--- config.mk ---
export PLATFORM = sky130hd
export DESIGN_NAME = conversor_bcd
export DESIGN_NICKNAME = d
export VERILOG_FILES = /design/src/rtl/conversor_bcd.sv
export SDC_FILE = /design/constraint.sdc
export NUM_CORES = 1
export LEC_CHECK = 0
export ABC_AREA = 1
export CAP_MARGIN = 10
export CORE_UTILIZATION = 55
export DETAILED_ROUTE_END_ITERATION = 6
export HOLD_SLACK_MARGIN = 0.06
export PLACE_DENSITY = 0.77
export SLEW_MARGIN = 40
export SYNTH_ARGS = -nofsm -noshare
export SYNTH_HDL_FRONTEND = slang
export SYNTH_SLANG_ARGS = --single-unit
--- constraint.sdc ---
create_clock -name clk -period 2.6 [get_ports clk]
set_input_delay 0.26 -clock clk [delete_from_list [all_inputs] [get_ports clk]]
set_output_delay 0.26 -clock clk [all_outputs]
set_load 0.005 [all_outputs]
--- src/rtl/conversor_bcd.sv ---
// Iterative binary-to-BCD converter (shift-add-3), one input bit per cycle,
// valid/ready on both sides; digits forced to F on values above LIMIT.
module conversor_bcd_dig (
  input  logic [3:0] d,
  output logic [3:0] a
);
  assign a = (d >= 4'd5) ? d + 4'd3 : d;
endmodule

module conversor_bcd #(
  parameter int WIDTH = 16,
  parameter int LIMIT = 9999
) (
  input  logic             clk,
  input  logic             rst_n,
  input  logic [WIDTH-1:0] valor,
  input  logic             in_valid,
  output logic             in_ready,
  output logic [3:0]       milhar,
  output logic [3:0]       centena,
  output logic [3:0]       dezena,
  output logic [3:0]       unidade,
  output logic             overflow,
  output logic             out_valid,
  input  logic             out_ready
);
  // Enough BCD digits for 2^WIDTH-1 (log10(2) ~ 0.30103), never fewer than displayed.
  localparam int NDIG_RAW = (WIDTH * 30103) / 100000 + 1;
  localparam int NDIG     = (NDIG_RAW < 4) ? 4 : NDIG_RAW;
  localparam int CW       = (WIDTH > 1) ? $clog2(WIDTH) : 1;

  typedef enum logic [1:0] {IDLE, SHIFT, DONE} state_t;
  state_t state, state_nx;

  logic [WIDTH-1:0]         sreg, sreg_sh;
  logic [NDIG-1:0][3:0]     acc, adj, acc_sh;
  logic [CW-1:0]            cnt;
  logic                     ovf;
  logic                     last;

  assign last = (cnt == CW'(WIDTH - 1));

  for (genvar i = 0; i < NDIG; i++) begin : g_dig
    conversor_bcd_dig u_dig (.d(acc[i]), .a(adj[i]));
  end

  // The carry out of the top digit is dropped by the shift; it is always zero
  // because NDIG covers the full input range.
  always_comb {acc_sh, sreg_sh} = {adj, sreg} << 1;

  always_ff @(posedge clk or negedge rst_n)
    if (!rst_n) state <= IDLE;
    else        state <= state_nx;

  always_comb begin
    state_nx = state;
    case (state)
      IDLE:    if (in_valid)  state_nx = SHIFT;
      SHIFT:   if (last)      state_nx = DONE;
      DONE:    if (out_ready) state_nx = IDLE;
      default:                state_nx = IDLE;
    endcase
  end

  always_comb begin
    in_ready  = (state == IDLE);
    out_valid = (state == DONE);
  end

  always_ff @(posedge clk or negedge rst_n) begin
    if (!rst_n) begin
      sreg     <= '0;
      acc      <= '0;
      cnt      <= '0;
      ovf      <= 1'b0;
      overflow <= 1'b0;
      {milhar, centena, dezena, unidade} <= 16'h0000;
    end else begin
      case (state)
        IDLE: if (in_valid) begin
          sreg <= valor;
          acc  <= '0;
          cnt  <= '0;
          ovf  <= (32'(valor) > LIMIT);
        end
        SHIFT: begin
          sreg <= sreg_sh;
          acc  <= acc_sh;
          cnt  <= cnt + 1'b1;
          // Result is latched on the final shift so it is ready on DONE entry.
          if (last) begin
            overflow <= ovf;
            {milhar, centena, dezena, unidade} <= ovf ? 16'hFFFF : acc_sh[3:0];
          end
        end
        default: ;
      endcase
    end
  end
endmodule

==> impl_metrics.py <==
metrics = {
    "die": {
        "row_count": 25,
        "die_h_um": 72.8,
        "core_um2": 4790,
        "die_w_um": 72.8,
        "initial_core_util": 0.576,
        "dieArea_um2": 5300,
        "ios": 39,
    },
    "final_layout": {
        "utilization": 0.677,
        "design_area_um2": 3240,
        "syn2layout_area_growth_pct": 17.5,
        "antenna_cells": 0,
        "drive_above_1_share": 0.0590,
        "fillerInstances": 417,
        "final_net_count": 384,
    },
    "sta": {
        "min_period_ps": 1720,
        "max_clock_freq_mhz": 580,
        "final.setup_skew_ps": 7.47,
        "setup-tns-final_ps": 0,
        "hold_viol_final": 0,
        "finalMaxSlewViolations": 0,
        "fin_crit_sh": 0.663,
        "worst_pin_slew_ps": 385,
        "rsz0062_at_grt": "no",
        "setup_ws_ps": 877,
        "finalSetupViolCount": 0,
        "relSlewSlack": 0.743,
    },
    "cts": {
        "cts_resized": 0,
        "root_buffer": "clkbuf_8",
        "numCtsBuffers": 5,
        "cts_tree": "done",
        "cts_sinks": 56,
        "worstSkewPairLatency_ps": 300,
        "clkTransAtPathRegs_ps": 100,
        "cts_max_level": 2,
        "clockBufferDepth": 2,
    },
    "detailed_routing": {
        "wire_per_inst_um": 12.3,
        "dr_total_vias": 2220,
        "drt-initial-drc-count": 130,
        "ant_nets": 0,
        "via_per_inst": 5.25,
        "drt_wl_total_um": 5200,
        "first_pass_iters": 4,
        "route.detailed.drc": 0,
    },
    "global_routing": {
        "antenna_found_initial": 0,
        "grt_overflow": 0,
        "grt_pass1_vias": 2136,
        "grt_max_degree": 32,
        "grt_pass1_wl_um": 9220,
        "track_usage": 0.223,
    },
    "yosys": {
        "ys_seq_area_frac": 0.508,
        "synth_seq_cells": 56,
        "syn_nets": 345,
        "synth_area_leaders": "dfrtp_1 (51%), nand2_1 (8.7%), inv_1 (5.6%), a21oi_1 (5.1%), o22ai_1 (4.5%)",
        "yosys.cell_count.top_type": "nand2_1",
        "synth_top_area_share": 0.508,
        "netlist_instances": 316,
        "synth_ff_type": "dfrtp_1",
        "syn_avg_cell_area_um2": 8.73,
        "ys_warn_count": 0,
        "syn_area_um2": 2760,
        "async_flop_share": 1.00,
        "yosys.area.top_type": "dfrtp_1",
        "synth_commonest_cells": "nand2_1 (64), dfrtp_1 (56), inv_1 (41), nor2_1 (31), a21oi_1 (28)",
        "synth_edf_count": 0,
        "synth.distinct_cells": 26,
    },
    "hold_path": {
        "min_path_type": "input pin to async pin",
    },
    "critical_path": {
        "crit_family": "buffers and inverters",
        "start_kind": "flop",
        "r2r_start": "state[1]",
        "crit_chain": "nor2_2 > clkdlybuf4s50_1",
        "path_buf_inv": 1,
        "required_ps": 2340,
        "cpPeakStageDelay_ps": 530,
        "startpoint": "state[0]",
        "cp_max_fo": 4,
        "slowest_stage": "clkdlybuf4s50_1",
        "end_kind": "output port",
        "arrival_ps": 1460,
        "path_class": "flop to output port",
    },
    "run": {
        "drv_cap": 0,
    },
    "power_and_ir_drop": {
        "ir_drop_v": 0.000575,
        "leakage_nw": 1.57,
        "powerDensity_nw_per_um2": 1230,
    },
    "placed_design": {
        "place_ws_ps": 899,
        "place_area_um2": 3140,
        "place.gp.congestion": 0.881,
        "hpwl_um": 3790,
        "portBuffers": 38,
    },
    "status": {
        "status": "completed",
    },
}
-- per-layer routing --
metal  vias to the layer above  part of all wire  GRT usage
met2                        44              0.48      0.374
met3                         5             0.027     0.0331
met4                         0            0.0088     0.0675
met5                         -                 0          0
li1                       1125                 -          -
met1                      1046              0.48      0.301
-- layout by cell type (no fill, tap or decap) --
cell             synthesis  routed
nand2_2                  1       1
dfrtp_1                 56      56
a21oi_2                  2       2
nor2_1                  31      31
ha_1                     9       9
dlygate4sd3_1            0       1
buf_4                    0       2
nand4_1                 11      11
buf_2                    1       1
o31ai_1                  1       1
nor2_2                   1       1
clkbuf_1                 1       2
nor2_8                   1       1
nand2_1                 64      64
a21oi_1                 28      28
inv_4                    1       1
nor2_4                   1       1
nand2_4                  2       2
inv_1                   41      41
nand3_1                 12      12
o22ai_1                 20      20
clkbuf_8                 0       6
nand2_8                  1       1
clkdlybuf4s50_1          0      37
o21ai_1                  1       1
o21ai_0                 18      18
or2_1                    3       3
inv_6                    2       2
-- cell families (layout without fill, tap and decap cells) --
logic type | Yosys count | after routing | share of synthesized area
buf+inv | 53 | 93 | 0.0975
compound gates | 70 | 70 | 0.140
simple gates | 128 | 128 | 0.214
fa+ha+maj | 9 | 9 | 0.0408
flops | 56 | 56 | 0.508
-- metrics by stage --
stage | total power, W | hold WS, ps | std cells
6_report | 0.00397 | 415 | 423
3_5_place_dp | 0.00352 | 204 | 414
2_1_floorplan | 0.00291 | -35.6 | 316
3_3_place_gp | 0.00345 | 202 | 414
5_1_grt | 0.00436 | 440 | 423
4_1_cts | 0.00400 | 419 | 423
-- area by class of cell --
class                      count  area, µm²  area share
timing repair buffer          41        400       0.124
clock buffer                   8       90.1      0.0278
multi-input combinational    207       1090       0.336
tap                           67       83.8      0.0259
inverter                      44        178      0.0548
sequential                    56       1400       0.432
-- flip-flops by register name, summed over array words and instances, names as in the netlist --
name and count:
unidade 4, overflow 1, dezena 4, centena 4, state 2, cnt 4, milhar 4, sreg 16
ovf 1, acc 16
-- where the power goes --
part / switching [W] / total [W] / internal, W
Sequential: 0.000280 / 0.00159 / 0.00131
Clock: 0.000262 / 0.000480 / 0.000218
Combinational: 0.00108 / 0.00190 / 0.000826
-- repair_timing --
item,in CTS,in global routing
buffers inserted,0,0
hold buffers,1,0
endpoints found under the hold margin,15,0
-- worst paths after layout --
| path | endpoint | cells after the start | slack, ps |
|---|---|---|---|
| setup reg to reg | milhar[0] | 8 | 1010 |
| setup / recovery | in_ready | 2 | 880 |
| min in group clk | cnt[3] | 1 | 500 |
| hold reg to reg | cnt[3] | 1 | 500 |
| max in group asynchronous | sreg[0] | 3 | 1510 |
| hold / removal | dezena[1] | 2 | 410 |
No activity file was read; power rests on OpenSTA's default activity.
